$ cat src/rtl/mem_bus_controller.sv
// mem_bus_controller
//   Sequential load/store controller sitting between the core's load/store
//   unit and the code ROM, data RAM and I/O ports. One request at a time is
//   accepted over a valid/ready channel. The request is decoded into one of
//   four regions: code (RO), memory (RW), input (RO) and output (RW).
//   Per-region wait states are inserted, and a one-cycle response strobe
//   returns extended read data together with an error flag.
//
// Optional feature macro: FAULT_CAPTURE_EN
//   - Defined: the first fault is latched into fault_valid, fault_addr and
//     fault_cause, and is held until fault_clear.
//   - Undefined: the fault outputs are tied to 0 and fault_clear is ignored.
//
// Ports
//   clk, rst_n                          clock (rising edge), async active-low reset
//   req_valid/req_ready                 request handshake (ready == idle)
//   req_addr/we/size/signed/wdata       request fields, captured on accept
//   resp_valid/resp_rdata/resp_error    one-cycle response
//   code_*, mem_*, in_*, out_*          region-relative target interfaces
//   fault_clear/valid/addr/cause        sticky first-fault record (optional)
module mem_bus_controller #(
    parameter int ADDR_W    = 32,
    parameter int CODE_BASE = 0,
    parameter int CODE_SIZE = 256,
    parameter int MEM_BASE  = 256,
    parameter int MEM_SIZE  = 256,
    parameter int IN_BASE   = 512,
    parameter int IN_SIZE   = 4,
    parameter int OUT_BASE  = 516,
    parameter int OUT_SIZE  = 4,
    parameter int MEM_WAIT  = 1,
    parameter int IO_WAIT   = 2
) (
    input  logic              clk,
    input  logic              rst_n,
    input  logic              req_valid,
    output logic              req_ready,
    input  logic [ADDR_W-1:0] req_addr,
    input  logic              req_we,
    input  logic [1:0]        req_size,
    input  logic              req_signed,
    input  logic [31:0]       req_wdata,
    output logic              resp_valid,
    output logic [31:0]       resp_rdata,
    output logic              resp_error,
    output logic [ADDR_W-1:0] code_addr,
    input  logic [31:0]       code_rdata,
    output logic [ADDR_W-1:0] mem_addr,
    output logic [31:0]       mem_wdata,
    output logic [1:0]        mem_size,
    output logic              mem_we,
    input  logic [31:0]       mem_rdata,
    output logic [ADDR_W-1:0] in_addr,
    input  logic [31:0]       in_rdata,
    output logic [ADDR_W-1:0] out_addr,
    output logic [31:0]       out_wdata,
    output logic [1:0]        out_size,
    output logic              out_we,
    input  logic [31:0]       out_rdata,
    input  logic              fault_clear,
    output logic              fault_valid,
    output logic [ADDR_W-1:0] fault_addr,
    output logic [1:0]        fault_cause
);
    typedef enum logic [1:0] {ST_IDLE = 2'b00, ST_ACCESS = 2'b01, ST_RESP = 2'b10} state_t;
    typedef enum logic [1:0] {RG_CODE = 2'b00, RG_MEM = 2'b01, RG_IN = 2'b10, RG_OUT = 2'b11} region_t;

    localparam logic [1:0] CAUSE_MISALIGN = 2'b00;
    localparam logic [1:0] CAUSE_SIZE     = 2'b01;
    localparam logic [1:0] CAUSE_UNMAP    = 2'b10;
    localparam logic [1:0] CAUSE_WP       = 2'b11;

    // Region bounds as base and (size-1), one bit wider than the address so
    // the end-of-access carry never aliases back into a low region.
    localparam logic [ADDR_W:0] CODE_LO   = (ADDR_W+1)'(CODE_BASE);
    localparam logic [ADDR_W:0] CODE_SPAN = (ADDR_W+1)'(CODE_SIZE - 1);
    localparam logic [ADDR_W:0] MEM_LO    = (ADDR_W+1)'(MEM_BASE);
    localparam logic [ADDR_W:0] MEM_SPAN  = (ADDR_W+1)'(MEM_SIZE - 1);
    localparam logic [ADDR_W:0] IN_LO     = (ADDR_W+1)'(IN_BASE);
    localparam logic [ADDR_W:0] IN_SPAN   = (ADDR_W+1)'(IN_SIZE - 1);
    localparam logic [ADDR_W:0] OUT_LO    = (ADDR_W+1)'(OUT_BASE);
    localparam logic [ADDR_W:0] OUT_SPAN  = (ADDR_W+1)'(OUT_SIZE - 1);
    localparam logic [ADDR_W:0] OFF_HALF  = {{(ADDR_W-1){1'b0}}, 2'b01};
    localparam logic [ADDR_W:0] OFF_WORD  = {{(ADDR_W-1){1'b0}}, 2'b11};
    localparam logic [3:0]      MEM_WAIT_C = 4'(MEM_WAIT);
    localparam logic [3:0]      IO_WAIT_C  = 4'(IO_WAIT);

    // The whole access [start, last] must fall inside [lo, lo+span].
    // A negative start offset shows up as the top bit of the wide subtraction.
    function automatic logic in_region(input logic [ADDR_W:0] start, input logic [ADDR_W:0] last,
                                       input logic [ADDR_W:0] lo, input logic [ADDR_W:0] span);
        logic [ADDR_W:0] rel_start;
        logic [ADDR_W:0] rel_last;
        rel_start = start - lo;
        rel_last  = last - lo;
        return (rel_start[ADDR_W] == 1'b0) && (rel_last <= span);
    endfunction

    // Truncate the raw target word to the access size, then sign- or zero-extend it.
    function automatic logic [31:0] extend(input logic [31:0] raw, input logic [1:0] size, input logic sgn);
        logic [31:0] res;
        case (size)
            2'b00:   res = {{24{sgn & raw[7]}}, raw[7:0]};
            2'b01:   res = {{16{sgn & raw[15]}}, raw[15:0]};
            default: res = raw;
        endcase
        return res;
    endfunction

    state_t          state_r, state_n;
    region_t         region_r, region_s;
    logic [ADDR_W-1:0] addr_r;
    logic            we_r, signed_r;
    logic [1:0]      size_r;
    logic [31:0]     wdata_r;
    logic [3:0]      wait_r, wait_s;
    logic            resp_valid_r, resp_error_r;
    logic [31:0]     resp_rdata_r;
    logic [ADDR_W:0] off_s, start_s, last_s;
    logic            hit_code_s, hit_mem_s, hit_in_s, hit_out_s, any_hit_s, misalign_s;
    logic            fault_s;
    logic [1:0]      cause_s;
    logic            accept_s, done_s;
    logic [31:0]     rdata_sel_s;

    assign start_s    = {1'b0, req_addr};
    assign last_s     = start_s + off_s;
    assign hit_code_s = in_region(start_s, last_s, CODE_LO, CODE_SPAN);
    assign hit_mem_s  = in_region(start_s, last_s, MEM_LO, MEM_SPAN);
    assign hit_in_s   = in_region(start_s, last_s, IN_LO, IN_SPAN);
    assign hit_out_s  = in_region(start_s, last_s, OUT_LO, OUT_SPAN);
    assign any_hit_s  = hit_code_s | hit_mem_s | hit_in_s | hit_out_s;
    assign accept_s   = req_valid && (state_r == ST_IDLE);
    assign done_s     = (state_r == ST_ACCESS) && (wait_r == 4'd0);

    // Byte offset of the last byte and the alignment check for the incoming request.
    always_comb begin
        off_s      = {(ADDR_W+1){1'b0}};
        misalign_s = 1'b0;
        case (req_size)
            2'b01: begin
                off_s      = OFF_HALF;
                misalign_s = req_addr[0];
            end
            2'b10: begin
                off_s      = OFF_WORD;
                misalign_s = |req_addr[1:0];
            end
            default: begin
                off_s      = {(ADDR_W+1){1'b0}};
                misalign_s = 1'b0;
            end
        endcase
    end

    // Region select, wait count and fault classification of the incoming request.
    // Alignment is only enforced on accesses that land wholly in a data/IO region;
    // code tolerates unaligned fetches, and accesses that fit no region report unmapped.
    always_comb begin
        region_s = RG_CODE;
        wait_s   = 4'd0;
        fault_s  = 1'b0;
        cause_s  = CAUSE_MISALIGN;
        if (hit_code_s) begin
            region_s = RG_CODE;
            wait_s   = 4'd0;
        end else if (hit_mem_s) begin
            region_s = RG_MEM;
            wait_s   = MEM_WAIT_C;
        end else if (hit_in_s) begin
            region_s = RG_IN;
            wait_s   = IO_WAIT_C;
        end else if (hit_out_s) begin
            region_s = RG_OUT;
            wait_s   = IO_WAIT_C;
        end else begin
            region_s = RG_CODE;
            wait_s   = 4'd0;
        end
        if (req_size == 2'b11) begin
            fault_s = 1'b1;
            cause_s = CAUSE_SIZE;
        end else if (any_hit_s && (region_s != RG_CODE) && misalign_s) begin
            fault_s = 1'b1;
            cause_s = CAUSE_MISALIGN;
        end else if (!any_hit_s) begin
            fault_s = 1'b1;
            cause_s = CAUSE_UNMAP;
        end else if (req_we && ((region_s == RG_CODE) || (region_s == RG_IN))) begin
            fault_s = 1'b1;
            cause_s = CAUSE_WP;
        end else begin
            fault_s = 1'b0;
            cause_s = CAUSE_MISALIGN;
        end
    end

    // Next-state logic of the IDLE -> ACCESS -> RESP sequencer.
    always_comb begin
        state_n = state_r;
        case (state_r)
            ST_IDLE: begin
                if (req_valid) begin
                    state_n = fault_s ? ST_RESP : ST_ACCESS;
                end else begin
                    state_n = ST_IDLE;
                end
            end
            ST_ACCESS: begin
                if (wait_r == 4'd0) begin
                    state_n = ST_RESP;
                end else begin
                    state_n = ST_ACCESS;
                end
            end
            ST_RESP: state_n = ST_IDLE;
            default: state_n = ST_IDLE;
        endcase
    end

    // Read data of the region selected by the captured request.
    always_comb begin
        rdata_sel_s = 32'h0000_0000;
        case (region_r)
            RG_CODE: rdata_sel_s = code_rdata;
            RG_MEM:  rdata_sel_s = mem_rdata;
            RG_IN:   rdata_sel_s = in_rdata;
            RG_OUT:  rdata_sel_s = out_rdata;
            default: rdata_sel_s = 32'h0000_0000;
        endcase
    end

    // State, request capture, wait countdown and response registers.
    always_ff @(posedge clk or negedge rst_n) begin
        if (!rst_n) begin
            state_r      <= ST_IDLE;
            region_r     <= RG_CODE;
            addr_r       <= {ADDR_W{1'b0}};
            we_r         <= 1'b0;
            size_r       <= 2'b00;
            signed_r     <= 1'b0;
            wdata_r      <= 32'h0000_0000;
            wait_r       <= 4'd0;
            resp_valid_r <= 1'b0;
            resp_error_r <= 1'b0;
            resp_rdata_r <= 32'h0000_0000;
        end else begin
            state_r <= state_n;
            if (accept_s) begin
                region_r <= region_s;
                addr_r   <= req_addr;
                we_r     <= req_we;
                size_r   <= req_size;
                signed_r <= req_signed;
                wdata_r  <= req_wdata;
                wait_r   <= wait_s;
            end else if ((state_r == ST_ACCESS) && (wait_r != 4'd0)) begin
                wait_r <= wait_r - 4'd1;
            end
            if (accept_s && fault_s) begin
                resp_valid_r <= 1'b1;
                resp_error_r <= 1'b1;
                resp_rdata_r <= 32'h0000_0000;
            end else if (done_s) begin
                resp_valid_r <= 1'b1;
                resp_error_r <= 1'b0;
                resp_rdata_r <= we_r ? 32'h0000_0000 : extend(rdata_sel_s, size_r, signed_r);
            end else begin
                resp_valid_r <= 1'b0;
                resp_error_r <= 1'b0;
                resp_rdata_r <= 32'h0000_0000;
            end
        end
    end

    assign req_ready  = (state_r == ST_IDLE);
    assign resp_valid = resp_valid_r;
    assign resp_error = resp_error_r;
    assign resp_rdata = resp_rdata_r;
    assign code_addr  = addr_r - CODE_LO[ADDR_W-1:0];
    assign mem_addr   = addr_r - MEM_LO[ADDR_W-1:0];
    assign in_addr    = addr_r - IN_LO[ADDR_W-1:0];
    assign out_addr   = addr_r - OUT_LO[ADDR_W-1:0];
    assign mem_wdata  = wdata_r;
    assign out_wdata  = wdata_r;
    assign mem_size   = size_r;
    assign out_size   = size_r;
    // Write strobes fire only in the final ACCESS cycle; faulted requests never enter ACCESS.
    assign mem_we     = done_s && we_r && (region_r == RG_MEM);
    assign out_we     = done_s && we_r && (region_r == RG_OUT);

`ifdef FAULT_CAPTURE_EN
    logic              fault_valid_r;
    logic [ADDR_W-1:0] fault_addr_r;
    logic [1:0]        fault_cause_r;

    // First-fault record; a fault arriving together with fault_clear wins over the clear.
    always_ff @(posedge clk or negedge rst_n) begin
        if (!rst_n) begin
            fault_valid_r <= 1'b0;
            fault_addr_r  <= {ADDR_W{1'b0}};
            fault_cause_r <= 2'b00;
        end else if (accept_s && fault_s && (!fault_valid_r || fault_clear)) begin
            fault_valid_r <= 1'b1;
            fault_addr_r  <= req_addr;
            fault_cause_r <= cause_s;
        end else if (fault_clear) begin
            fault_valid_r <= 1'b0;
            fault_addr_r  <= {ADDR_W{1'b0}};
            fault_cause_r <= 2'b00;
        end
    end

    assign fault_valid = fault_valid_r;
    assign fault_addr  = fault_addr_r;
    assign fault_cause = fault_cause_r;
`else
    logic unused_fault_clear_s;
    assign unused_fault_clear_s = fault_clear;
    assign fault_valid = 1'b0;
    assign fault_addr  = {ADDR_W{1'b0}};
    assign fault_cause = 2'b00;
`endif

endmodule

$ cat config.mk
export PLATFORM = sky130hd
export DESIGN_NAME = mem_bus_controller
export DESIGN_NICKNAME = d
export VERILOG_FILES = /design/src/rtl/mem_bus_controller.sv
export SDC_FILE = /design/constraint.sdc
export NUM_CORES = 1
export LEC_CHECK = 0
export CORE_UTILIZATION = 30
export CTS_CLUSTER_DIAMETER = 40
export DETAILED_ROUTE_END_ITERATION = 10
export HOLD_SLACK_MARGIN = 0.03
export PLACE_DENSITY = 0.65
export SETUP_SLACK_MARGIN = 0.05
export SYNTH_ARGS = -nofsm -noshare
export SYNTH_HDL_FRONTEND = slang
export SYNTH_SLANG_ARGS = --single-unit
$ cat constraint.sdc
create_clock -name clk -period 4.5 [get_ports clk]
set_input_delay 1.35 -clock clk [delete_from_list [all_inputs] [get_ports clk]]
set_output_delay 1.35 -clock clk [all_outputs]
set_load 0.05 [all_outputs]
==> results.md, run 1 <==
| Parameter | This run |
|:---|:---|
| Setup repair after global routing missed its margin | true |
| Worst path required time | 4760 ps |
| Multi-input gate area in the final layout | 0.00629 sq mm |
| Chip Height | 181 microns |
| Cell types with the largest area share after synthesis | sky130_fd_sc_hd__dfrtp_1, sky130_fd_sc_hd__nand2_1, sky130_fd_sc_hd__mux4_2, sky130_fd_sc_hd__buf_4, sky130_fd_sc_hd__xnor2_1 |
| Violated checks | setup timing |
| Area fraction in compound gates after synthesis | 0.0885 |
| Remaining antenna violation count | 0 |
| Register bit total from synthesis | 110 |
| Async set-reset flop share out of synthesis | 1.00 |
| Commonest non-fill, non-tap cell in the layout | sky130_fd_sc_hd__clkdlybuf4s50_1 |
| Post-Synth XOR/XNOR Area | 0.0988 |
| Final non-filler cell area | 0.0162 sq mm |
| Pwr dens | 352 mW/mm^2 |
| Insertion delay of the later-clocked pin in the worst-skew pair | 360 ps |
| Leakage | 7.05 nW |
| Average wire per standard cell | 20.2 microns |
| Endpoints failing setup | 8 |
| Setup TNS after final layout | -2590 ps |
| Gr usage total | 0.258 |
| Half-perimeter wire length after detailed placement | 35.4 mm |
| Type of the setup path with the least slack | input port to flip-flop |
| Shortest clock period the worst path allows after layout | 4930 ps |
| Switching pwr | 2.89 mW |
| Maximum clock rate | 203 MHz |
| Most used cells in the layout excluding fill and tap cells | sky130_fd_sc_hd__clkdlybuf4s50_1, sky130_fd_sc_hd__nand2_1, sky130_fd_sc_hd__buf_4, sky130_fd_sc_hd__dfrtp_1, sky130_fd_sc_hd__nor2_1 |
| Drt pass-1 iters | 7 |
| Adder-cell area share of the yosys netlist | 0.0282 |
| Hold violation total from the final report | 0 |
| Cell variety after synth | 82 |
| Summed instance area of the synthesized netlist | 0.00957 sq mm |
| Ys flop type | sky130_fd_sc_hd__dfrtp_1 |
| Average instance area after synthesis | 8.15 sq um |
| Peak supply drop | 0.277 mV |
| Relative contribution of combinational cells to total power | 0.623 |
| Number of nets at the end of the flow | 1922 |
| Placed inst area | 0.0154 sq mm |
| Count of filler cells inserted in the layout | 2996 |
| Post-synthesis share of cell area spent on and, or, nand and nor gates | 0.282 |
| Remaining global-route overflow | 0 |
| Clk pin slew, worst setup/hold paths | 70 ps |
| Global-route wire length before repair | 64.3 mm |
| Top cell type by total area after synthesis | sky130_fd_sc_hd__dfrtp_1 |
| Clock sink count | 110 |
| Seq. cell area | 0.00275 sq mm |
| Number of global-route vias before repair | 10500 |
| Maximum clock skew at final layout | 7.02 ps |
| Placeable core region | 0.0315 sq mm |
| I/O Pins | 468 |
| Cell row count | 65 |
| Arrival time of data at the critical path endpoint | 5180 ps |
| Area fraction of the dominant cell type after synthesis | 0.288 |
| Buffer depth of the longest clock path | 2 |
| Number of warnings issued by yosys | 0 |
| Max-slew headroom at the worst pin | 0.480 |
| Portion of total power attributed to sequential cells | 0.231 |
| Post-cts hold buffer count | 0 |
| Post-synthesis to final-layout area growth | 69.7% |
| DRC violations left | 0 |
| Final Slew Violations | 0 |
| Initial detailed-routing violation count | 747 |
| Master cell of the clock root buffer | sky130_fd_sc_hd__clkbuf_16 |
| MaxCap Viol Count | 0 |
| Setup WS post-layout | -429 ps |
| Largest family of logic cells by synthesized area | simple AND/OR/NAND/NOR gates |
| Syn Inst Count | 1174 |
| Width of the chip | 181 microns |
| Final cycle utilization of the critical path | 1.10 |
| EDFF count, synth | 0 |
| Antenna violations before repair | 5 |
| Portion of the post-synthesis area used by sequential elements | 0.288 |
| Slew at the pin closest to its max-slew limit | 780 ps |
| Mux share of post-synthesis cell area | 0.0919 |
| Worst min-delay path category | flip-flop to flip-flop |
| Total routed wirelength | 42.5 mm |
| Layout cells sized above 1 | 0.244 |
| Via count | 10500 |
| Launching element type of the critical path | input port |
| Starting density of the core | 0.304 |
| Kind of end point of the critical path | flip-flop |
| Number of I/O port buffers | 431 |
| H-tree level count | 3 |
| Die area | 0.0326 sq mm |
| Largest net degree at the start of global routing | 67 |
| Switching part of the total | 0.505 |
| Clock tree from TritonCTS | built |
| Clock buffers created by TritonCTS | 9 |
| Avg Vias per Cell | 4.98 |
| Clock share of power | 0.147 |
| Internal | 2.83 mW |
| Status | finished with violations |
| Critical-path maximum fanout | 8 |
| Placer Congestion | 0.932 |
[flip-flops by register name (all words and copies together), names as in the netlist]
signal	count
resp_valid	1
resp_rdata	32
wait_r	4
we_r	1
mem_size	2
signed_r	1
addr_r	32
resp_error	1
state_r	2
mem_wdata	32
region_r	2
[kinds of logic (layout without fill, tap and decap cells)]
| logic type | count (synthesis) | after routing |
|---|---|---|
| AO/OA/AOI/OAI | 125 | 125 |
| XOR/XNOR | 108 | 108 |
| adder cells (fa/ha/maj) | 21 | 21 |
| buffers and inverters | 212 | 709 |
| flip-flops | 110 | 110 |
| multiplexers | 47 | 47 |
| other | 1 | 39 |
| AND/OR/NAND/NOR | 550 | 550 |
[worst max-delay path, stage by stage]
cell and delay (ps):
sky130_fd_sc_hd__buf_8 90, sky130_fd_sc_hd__inv_8 30, sky130_fd_sc_hd__ha_4 240, sky130_fd_sc_hd__inv_4 50, sky130_fd_sc_hd__ha_4 130, sky130_fd_sc_hd__inv_2 40, sky130_fd_sc_hd__fa_2 430, sky130_fd_sc_hd__and4b_2 350
sky130_fd_sc_hd__nand3_4 110, sky130_fd_sc_hd__buf_4 190, sky130_fd_sc_hd__or4_1 520, sky130_fd_sc_hd__o211ai_2 120, sky130_fd_sc_hd__nand2_1 110, sky130_fd_sc_hd__buf_4 170, sky130_fd_sc_hd__nor2_1 160, sky130_fd_sc_hd__nand2_1 160
sky130_fd_sc_hd__or2_2 330, sky130_fd_sc_hd__a31oi_1 280, sky130_fd_sc_hd__o31ai_4 130, sky130_fd_sc_hd__a21o_1 160
[worst paths after layout]
check,startpoint,endpoint,slack [ps],cells past startpoint
max,req_size[0],resp_valid$_DFF_PN0_,-430,20
min,we_r$_DFFE_PN0P_,we_r$_DFFE_PN0P_,500,2
max reg2reg,wait_r[0]$_DFFE_PN0P_,resp_rdata[18]$_DFF_PN0_,1980,7
min reg2reg,we_r$_DFFE_PN0P_,we_r$_DFFE_PN0P_,500,2
max in group asynchronous,rst_n,addr_r[19]$_DFFE_PN0P_,2610,2
min in group asynchronous,rst_n,mem_wdata[22]$_DFFE_PN0P_,1040,1
[per-layer routing]
metal | track usage | up-vias | routed length [microns]
li1 | - | 4953 | -
met1 | 0.330 | 5125 | 18100
met2 | 0.430 | 379 | 20800
met3 | 0.0455 | 61 | 2320
met4 | 0.0985 | 2 | 1350
met5 | 0 | - | 8
[metrics by stage]
step                      power (mW)   util  hold WS, ps  std cells  setup slack [ps]
final                           5.72  0.516          502       2111              -429
after floorplan                 3.53      -          460       1208              -652
after CTS                       5.73  0.508          506       2102              -470
after global routing            5.95  0.516          554       2111              -620
after detailed placement        4.86  0.490          489       2073             -1470
after global placement          4.84  0.490          483       2073             -1360
[cell usage after synthesis, types with 9 or more instances]
cell and count:
sky130_fd_sc_hd__a21oi_1 40, sky130_fd_sc_hd__and3_1 12, sky130_fd_sc_hd__buf_1 9, sky130_fd_sc_hd__buf_2 11, sky130_fd_sc_hd__buf_4 90, sky130_fd_sc_hd__clkbuf_1 55
sky130_fd_sc_hd__dfrtp_1 110, sky130_fd_sc_hd__ha_1 20, sky130_fd_sc_hd__inv_1 44, sky130_fd_sc_hd__mux4_2 32, sky130_fd_sc_hd__nand2_1 261, sky130_fd_sc_hd__nand3_1 29
sky130_fd_sc_hd__nand4_1 22, sky130_fd_sc_hd__nor2_1 67, sky130_fd_sc_hd__nor2b_1 11, sky130_fd_sc_hd__nor3_1 36, sky130_fd_sc_hd__nor4_1 26, sky130_fd_sc_hd__o21ai_0 26
sky130_fd_sc_hd__or3_1 14, sky130_fd_sc_hd__or4_1 12, sky130_fd_sc_hd__xnor2_1 61, sky130_fd_sc_hd__xor2_1 47
[power groups by stage]
stage          registers (mW)  clock network, mW  logic, mW
6_report                 1.32              0.839       3.56
2_1_floorplan            1.64                  0       1.90
5_1_grt                  1.34              0.899       3.71
3_3_place_gp             1.33                  0       3.52
4_1_cts                  1.32              0.866       3.55
3_5_place_dp             1.33                  0       3.53
[what timing repair did]
item                       4_1_cts  5_1_grt
setup buffers                   14        5
setup endpoints to repair       13       27
resized for setup               46       40
pin swaps                       21       19
[area by class of cell]
class,instances,share of cell area
Inverter,44,0.0110
Clock inverter,6,0.00508
Sequential cell,110,0.170
Tap cell,402,0.0310
Multi-Input combinational cell,886,0.387
Antenna cell,4,0.000616
Clock buffer,9,0.0139
Timing Repair Buffer,650,0.382
No activity file was read; power rests on OpenSTA's default activity.
==> run 2, diff against run 1 <==
--- a/config.mk
+++ b/config.mk
@@ -5,6 +5,8 @@
 export SDC_FILE = /design/constraint.sdc
 export NUM_CORES = 1
 export LEC_CHECK = 0
+export CORE_ASPECT_RATIO = 1.1
+export CORE_MARGIN = 2
 export CORE_UTILIZATION = 30
 export CTS_CLUSTER_DIAMETER = 40
 export DETAILED_ROUTE_END_ITERATION = 10
==> run 2 against run 1 <==
Net effect:
- maximum frequency is 3.3% lower
- the flow still finishes with violations (setup timing)
- combinational power hardly changed
- non-clock buffer count is 8 higher
- sequential cell count stayed put
==> results.md, run 2 (synthesized netlist as in run 1, its figures left out) <==
| Parameter | This run | vs previous |
|:---|:---|:---|
| Status | finished with violations |  |
| Violated checks | setup timing |  |
| Count of filler cells inserted in the layout | 2880 | -3.9% |
| Clock buffers created by TritonCTS | 9 | unchanged |
| H-tree level count | 3 | unchanged |
| Maximum clock rate | 196 MHz | -3.3% |
| Switching pwr | 2.93 mW | +1.5% |
| Pwr dens | 352 mW/mm^2 | about the same |
| Average wire per standard cell | 19.7 microns | -2.1% |
| Chip Height | 191 microns | +5.9% |
| Starting density of the core | 0.305 | +0.000764 |
| Final Total Pwr | 5.72 mW | -0.11% |
| Met3 track demand over resource in global routing | 0.0308 | -0.0146 |
| Via count | 10600 | +0.53% |
| Portion of total power attributed to sequential cells | 0.228 | -0.003 |
| Layout Utilization | 0.517 | +0.000578 |
| M1 GR Usage | 0.323 | -0.00739 |
| Kind of end point of the critical path | flip-flop |  |
| Antenna violations before repair | 1 | -4 |
| Shortest clock period the worst path allows after layout | 5100 ps | +167 ps |
| Number of antenna repair diodes | 0 | -4 |
| Buffer depth of the longest clock path | 2 | unchanged |
| Peak supply drop | 0.290 mV | +4.5% |
| Total routed wirelength | 42.1 mm | -1.0% |
| Setup repair after global routing missed its margin | true |  |
| Global-route wire length before repair | 62.4 mm | -3.0% |
| Placer Congestion | 0.935 | +0.32% |
| Clk pin slew, worst setup/hold paths | 90 ps | +20 ps |
| Width of the chip | 174 microns | -3.5% |
| Most used cells in the layout excluding fill and tap cells | sky130_fd_sc_hd__clkdlybuf4s50_1, sky130_fd_sc_hd__nand2_1, sky130_fd_sc_hd__buf_4, sky130_fd_sc_hd__dfrtp_1, sky130_fd_sc_hd__nor2_1 |  |
| Clock share of power | 0.150 | +0.003 |
| Global-route track usage on met2 | 0.419 | -0.0113 |
| Gr usage total | 0.242 | -0.0160 |
| Master cell of the clock root buffer | sky130_fd_sc_hd__clkbuf_16 |  |
| Arrival time of data at the critical path endpoint | 5400 ps | +220 ps |
| Cell row count | 68 | +4.6% |
| Drt pass-1 iters | 5 | -2 |
| MaxCap Viol Count | 0 | unchanged |
| Worst path required time | 4800 ps | +40 ps |
| Most Used Layer, Global Route | met2 |  |
| Number of I/O port buffers | 431 | unchanged |
| Avg Vias per Cell | 4.96 | -0.55% |
| Number of global-route vias before repair | 10400 | -0.57% |
| Post-synthesis to final-layout area growth | 69.4% |  |
| Max-slew headroom at the worst pin | 0.460 | -0.0196 |
| Final Slew Violations | 0 | unchanged |
| Layout cells sized above 1 | 0.248 | +0.00397 |
| Slew at the pin closest to its max-slew limit | 810 ps | +29.4 ps |
| Final cell count without fillers | 2134 | +1.1% |
| Insertion delay of the later-clocked pin in the worst-skew pair | 370 ps | about the same |
| Final cycle utilization of the critical path | 1.13 | +0.0372 |
| Largest net degree at the start of global routing | 60 | -10% |
| Setup WS post-layout | -596 ps | -167 ps |
| Commonest non-fill, non-tap cell in the layout | sky130_fd_sc_hd__clkdlybuf4s50_1 |  |
| Relative contribution of combinational cells to total power | 0.622 | about the same |
| Die area | 0.0334 sq mm | +2.2% |
| Worst min-delay path category | flip-flop to flip-flop |  |
| Clock tree from TritonCTS | built |  |
| Number of placed instances with taps included | 2092 | +0.92% |
| Internal | 2.78 mW | -1.8% |
| Post-cts hold buffer count | 0 | unchanged |
| Remaining antenna violation count | 0 | unchanged |
| Placed inst area | 0.0154 sq mm | -0.20% |
| I/O Pins | 468 | unchanged |
| Half-perimeter wire length after detailed placement | 34.0 mm | -3.9% |
| Maximum clock skew at final layout | 15.3 ps | +8.30 ps |
| Clock sink count | 110 | unchanged |
| Critical-path maximum fanout | 5 | -3 |
| Endpoints failing setup | 8 | unchanged |
| Final non-filler cell area | 0.0162 sq mm | -0.14% |
| Placeable core region | 0.0314 sq mm | -0.25% |
| DRC violations left | 0 | unchanged |
| Launching element type of the critical path | input port |  |
| Leakage | 7.05 nW | about the same |
| Number of nets at the end of the flow | 1930 | +0.42% |
| Type of the setup path with the least slack | input port to flip-flop |  |
| Initial detailed-routing violation count | 713 | -4.6% |
| Post-placement setup slack | -1570 ps | -98.4 ps |
| Remaining global-route overflow | 0 | unchanged |
| Hold violation total from the final report | 0 | unchanged |
| Switching part of the total | 0.513 | +0.00823 |
[run 2: cell count changes in the layout (fill, tap and decap cells not counted), moves of 3 or more]
cell	before	now
sky130_fd_sc_hd__buf_12	24	21
sky130_fd_sc_hd__buf_4	226	237
sky130_fd_sc_hd__clkdlybuf4s50_1	383	386
sky130_fd_sc_hd__diode_2	4	0
sky130_fd_sc_hd__nand2_1	257	253
sky130_fd_sc_hd__nand2_2	4	8
sky130_fd_sc_hd__nor4_1	19	22
[run 2: through the flow]
step           setup TNS [ps]  hold slack, ps
2_1_floorplan           -3370             460
3_3_place_gp           -10930             479
3_5_place_dp           -11530             487
4_1_cts                 -3350             510
5_1_grt                 -5300             538
6_report                -4210             504
[run 2: final timing paths]
check | from | to | slack (ps) | cells after the start
min in group asynchronous | rst_n | mem_wdata[10]$_DFFE_PN0P_ | 1070 | 1
worst max register to register | wait_r[0]$_DFFE_PN0P_ | resp_rdata[21]$_DFF_PN0_ | 1910 | 7
worst max-delay path | req_size[0] | wait_r[1]$_DFFE_PN0P_ | -600 | 19
worst min register to register | mem_wdata[29]$_DFFE_PN0P_ | mem_wdata[29]$_DFFE_PN0P_ | 500 | 2
worst min-delay path | mem_wdata[29]$_DFFE_PN0P_ | mem_wdata[29]$_DFFE_PN0P_ | 500 | 2
max in group asynchronous | rst_n | addr_r[10]$_DFFE_PN0P_ | 2620 | 2
[run 2: layout make-up]
cell class | count | area [sq um] | area share
Tap cell | 420 | 526 | 0.0324
Multi-Input combinational cell | 886 | 6230 | 0.384
Clock inverter | 7 | 80.1 | 0.00494
Sequential cell | 110 | 2760 | 0.170
Timing Repair Buffer | 658 | 6220 | 0.384
Clock buffer | 9 | 225 | 0.0139
Inverter | 44 | 179 | 0.0110
[run 2: worst max-delay path, cell delays in order]
cell and delay (ps):
sky130_fd_sc_hd__buf_8 110, sky130_fd_sc_hd__inv_8 50, sky130_fd_sc_hd__ha_4 200, sky130_fd_sc_hd__inv_4 60
sky130_fd_sc_hd__ha_4 140, sky130_fd_sc_hd__inv_2 40, sky130_fd_sc_hd__fa_2 410, sky130_fd_sc_hd__buf_12 160
sky130_fd_sc_hd__nand2b_4 140, sky130_fd_sc_hd__o41ai_4 330, sky130_fd_sc_hd__and3_4 240, sky130_fd_sc_hd__nand2_2 50
sky130_fd_sc_hd__or4_4 550, sky130_fd_sc_hd__or4bb_1 500, sky130_fd_sc_hd__a2111o_1 300, sky130_fd_sc_hd__or4b_4 490
sky130_fd_sc_hd__o41ai_2 60, sky130_fd_sc_hd__nand2_1 120, sky130_fd_sc_hd__o21ai_1 90
[run 2: per-layer routing]
layer,routed length (microns),vias up
met4,588,2
met2,21000,387
met3,2280,34
met5,13,-
li1,-,4976
met1,18300,5177
[run 2: power groups by stage]
stage                     logic, mW  registers, mW  clock network [mW]
after detailed placement       3.51           1.32                   0
after floorplan                1.90           1.64                   0
after CTS                      3.54           1.30               0.874
final                          3.56           1.30               0.857
after global routing           3.70           1.32               0.909
after global placement         3.50           1.32                   0
[run 2: repair_timing]
item / 4_1_cts / 5_1_grt
buffers inserted: 20 / 7
pin swaps: 26 / 28
setup endpoints to repair: 11 / 20
resized for setup: 45 / 35
cloned: 0 / 0
hold endpoints to repair: 0 / 0
==> run 3, diff against run 2 <==
--- a/config.mk
+++ b/config.mk
@@ -5,13 +5,12 @@
 export SDC_FILE = /design/constraint.sdc
 export NUM_CORES = 1
 export LEC_CHECK = 0
-export CORE_ASPECT_RATIO = 1.1
-export CORE_MARGIN = 2
-export CORE_UTILIZATION = 30
+export CORE_AREA = 2 2 184 186
 export CTS_CLUSTER_DIAMETER = 40
 export DETAILED_ROUTE_END_ITERATION = 10
+export DIE_AREA = 0 0 186 188
 export HOLD_SLACK_MARGIN = 0.03
-export PLACE_DENSITY = 0.65
+export PLACE_DENSITY = 0.68
 export SETUP_SLACK_MARGIN = 0.05
 export SYNTH_ARGS = -nofsm -noshare
 export SYNTH_HDL_FRONTEND = slang
==> run 3 against run 2 <==
Net effect:
- clock skew rose by 4.6 ps
- final cell count rose by 0.84%
- the flow still finishes with violations (setup timing)
- largest cell class unchanged
- final area fell by 0.36%
- register-to-register slack got worse by 70 ps
- setup slack improved by 130 ps
- critical endpoint is now region_r[1]$_DFFE_PN0P_
- core utilization fell by 2.9 points
- via count rose by 0.64%
- highest routed layer is now met4
==> results.md, run 3 (synthesized netlist as in run 1, its figures left out) <==
| Parameter | This run | vs previous |
|:---|:---|:---|
| Status | finished with violations |  |
| Violated checks | setup timing |  |
| Kind of end point of the critical path | flip-flop |  |
| Placeable core region | 0.0331 sq mm | +5.5% |
| Maximum clock rate | 201 MHz | +2.5% |
| Most common cell type on the critical path | sky130_fd_sc_hd__buf_4 |  |
| Half-perimeter wire length after detailed placement | 35.5 mm | +4.5% |
| Clk pin slew, worst setup/hold paths | 90 ps | about the same |
| Arrival time of data at the critical path endpoint | 5260 ps | -140 ps |
| Setup repair after global routing missed its margin | true |  |
| Starting density of the core | 0.289 | -0.0158 |
| Final cell count without fillers | 2152 | +0.84% |
| Hold violation total from the final report | 0 | unchanged |
| Via count | 10600 | +0.64% |
| Final cycle utilization of the critical path | 1.10 | -0.0280 |
| Critical-path maximum fanout | 7 | +2 |
| Average wire per standard cell | 20.0 microns | +1.3% |
| Pwr dens | 358 mW/mm^2 | +1.4% |
| Peak supply drop | 0.280 mV | -3.2% |
| Global-route wire length before repair | 62.8 mm | +0.73% |
| Number of nets at the end of the flow | 1917 | -0.67% |
| Worst min-delay path category | flip-flop to flip-flop |  |
| Initial detailed-routing violation count | 797 | +12% |
| Worst reg2reg endpoint | resp_rdata[29]$_DFF_PN0_ |  |
| Commonest non-fill, non-tap cell in the layout | sky130_fd_sc_hd__clkdlybuf4s50_1 |  |
| Number of placed instances with taps included | 2120 | +1.3% |
| Setup slack of the most critical reg-to-reg path | 1840 ps | -70 ps |
| Slew at the pin closest to its max-slew limit | 782 ps | -27.8 ps |
| Number of I/O port buffers | 431 | unchanged |
| DRC violations left | 0 | unchanged |
| Drt pass-1 iters | 5 | unchanged |
| Insertion delay of the later-clocked pin in the worst-skew pair | 360 ps | about the same |
| I/O Pins | 468 | unchanged |
| Endpoints failing setup | 8 | unchanged |
| Gr usage total | 0.237 | -0.00464 |
| Count of filler cells inserted in the layout | 3179 | +10% |
| Placed inst area | 0.0154 sq mm | +0.38% |
| Max-slew headroom at the worst pin | 0.477 | +0.0167 |
| Worst path required time | 4790 ps | about the same |
| H-tree level count | 3 | unchanged |
| Layout cells sized above 1 | 0.235 | -0.0128 |
| Final non-filler cell area | 0.0162 sq mm | -0.36% |
| Shortest clock period the worst path allows after layout | 4970 ps | -126 ps |
| Antenna violations before repair | 4 | +3 |
| Setup WS post-layout | -471 ps | +126 ps |
| MaxCap Viol Count | 0 | unchanged |
| Final Total Pwr | 5.78 mW | +1.1% |
| Avg Vias per Cell | 4.95 | -0.20% |
| Number of global-route vias before repair | 10300 | -0.82% |
| Maximum clock skew at final layout | 19.9 ps | +4.56 ps |
| Remaining global-route overflow | 0 | unchanged |
| Remaining antenna violation count | 0 | unchanged |
| Layout Utilization | 0.488 | -0.0285 |
| Launching element type of the critical path | input port |  |
| Buffer depth of the longest clock path | 2 | unchanged |
| Clock buffers created by TritonCTS | 9 | unchanged |
| Hold Path Sink | signed_r$_DFFE_PN0P_ |  |
| Post-synthesis to final-layout area growth | 68.8% |  |
| Leakage | 7.01 nW | -0.51% |
| Critical path's slowest cell | sky130_fd_sc_hd__or4_4 |  |
| Placer Congestion | 0.933 | -0.16% |
| Startpoint of the worst-slack reg-to-reg timing path | wait_r[0]$_DFFE_PN0P_ |  |
| Width of the chip | 186 microns | +6.7% |
| Hold WS | 514 ps | +10.6 ps |
| Worst min-delay path startpoint | signed_r$_DFFE_PN0P_ |  |
| Most used cells in the layout excluding fill and tap cells | sky130_fd_sc_hd__clkdlybuf4s50_1, sky130_fd_sc_hd__nand2_1, sky130_fd_sc_hd__buf_4, sky130_fd_sc_hd__dfrtp_1, sky130_fd_sc_hd__nor2_1 |  |
| Clock tree from TritonCTS | built |  |
| Chip Height | 188 microns | -1.7% |
| Slowest Stage Delay on Critical Path | 530 ps | -20 ps |
| Master cell of the clock root buffer | sky130_fd_sc_hd__clkbuf_16 |  |
| Final Slew Violations | 0 | unchanged |
| Cell row count | 67 | -1.5% |
| Clock sink count | 110 | unchanged |
| Largest net degree at the start of global routing | 88 | +47% |
| Depth of the worst register-to-register path | 7 | unchanged |
| Cell-by-cell trace of the critical path | buf_8, inv_8, ha_4, inv_4, ha_4, inv_2, fa_2, nand4b_1, buf_4, nor2_4, and3_4, buf_4, buf_4, xnor2_2, nand4_4, buf_6, or4_4, a32oi_2, or4b_4, o41ai_2, nand2_1, o21ai_1 |  |
| Min-Delay Path Depth | 2 | unchanged |
| Type of the setup path with the least slack | input port to flip-flop |  |
| Total routed wirelength | 43.0 mm | +2.1% |
| Die area | 0.0350 sq mm | +4.8% |
run 3: cell count changes in the layout (fill, tap and decap cells not counted), sizes merged:
cell,before,now
dlygate4sd2,2,1
inv,48,45
clkdlybuf4s15,0,1
clkdlybuf4s50,386,381
dlymetal6s2s,4,8
clkbuf,9,11
buf,266,253
diode,0,3
clkinvlp,2,1
bufinv,0,2
clkinv,1,2
run 3: how the worst max path moves through the flow:
stage,startpoint,end,slack (ps),cells after the start
global placement,req_size[0],region_r[1]$_DFFE_PN0P_,-1470,22
finish,req_size[0],region_r[1]$_DFFE_PN0P_,-470,22
floorplan,req_size[1],wait_r[1]$_DFFE_PN0P_,-650,17
CTS,req_size[0],region_r[1]$_DFFE_PN0P_,-560,18
global route,req_size[1],region_r[1]$_DFFE_PN0P_,-660,21
detailed placement,req_size[0],wait_r[1]$_DFFE_PN0P_,-1570,18
run 3: cell type report:
cell class	instances	area (sq um)	share of cell area
Multi-Input combinational cell	886	6200	0.384
Timing Repair Buffer	645	6120	0.379
Sequential cell	110	2750	0.170
Tap cell	448	561	0.0347
Clock buffer	10	229	0.0142
Inverter	44	179	0.0111
Clock inverter	6	105	0.00650
Antenna cell	3	7.51	0.000465
run 3: per-layer routing:
| layer | share of wire | wire length, microns | global-route usage | vias to the layer above |
|---|---|---|---|---|
| met2 | 0.47 | 20400 | 0.389 | 457 |
| li1 | - | - | - | 4960 |
| met3 | 0.070 | 3030 | 0.0361 | 80 |
| met4 | 0.034 | 1440 | 0.0866 | 0 |
| met1 | 0.42 | 18200 | 0.314 | 5147 |
| met5 | 0 | 0 | 0 | - |
run 3: where the power goes:
part           leakage, nW  switching [mW]  total [mW]  internal, mW
Sequential            1.41           0.187        1.30          1.11
Combinational         5.43            2.29        3.56          1.27
Clock                0.162           0.418       0.919         0.502
run 3: per-stage QoR:
stage	setup slack [ps]	setup TNS [ps]
2_1_floorplan	-652	-3370
3_3_place_gp	-1470	-10640
3_5_place_dp	-1570	-11830
4_1_cts	-557	-3100
5_1_grt	-660	-4370
6_report	-471	-3370
run 3: what timing repair did:
item | 4_1_cts | 5_1_grt
setup endpoints to repair | 13 | 27
setup buffers | 8 | 5
gates resized for setup | 34 | 42
pin swaps | 16 | 21
hold buffers | 0 | 0
run 3: critical path, delay by kind of cell:
| family | cells | cell delay (ps) |
|---|---|---|
| AO/OA/AOI/OAI | 3 | 350 |
| XOR/XNOR | 1 | 150 |
| adder cells (fa/ha/maj) | 3 | 760 |
| buffers and inverters | 8 | 800 |
| AND/OR/NAND/NOR | 7 | 1820 |
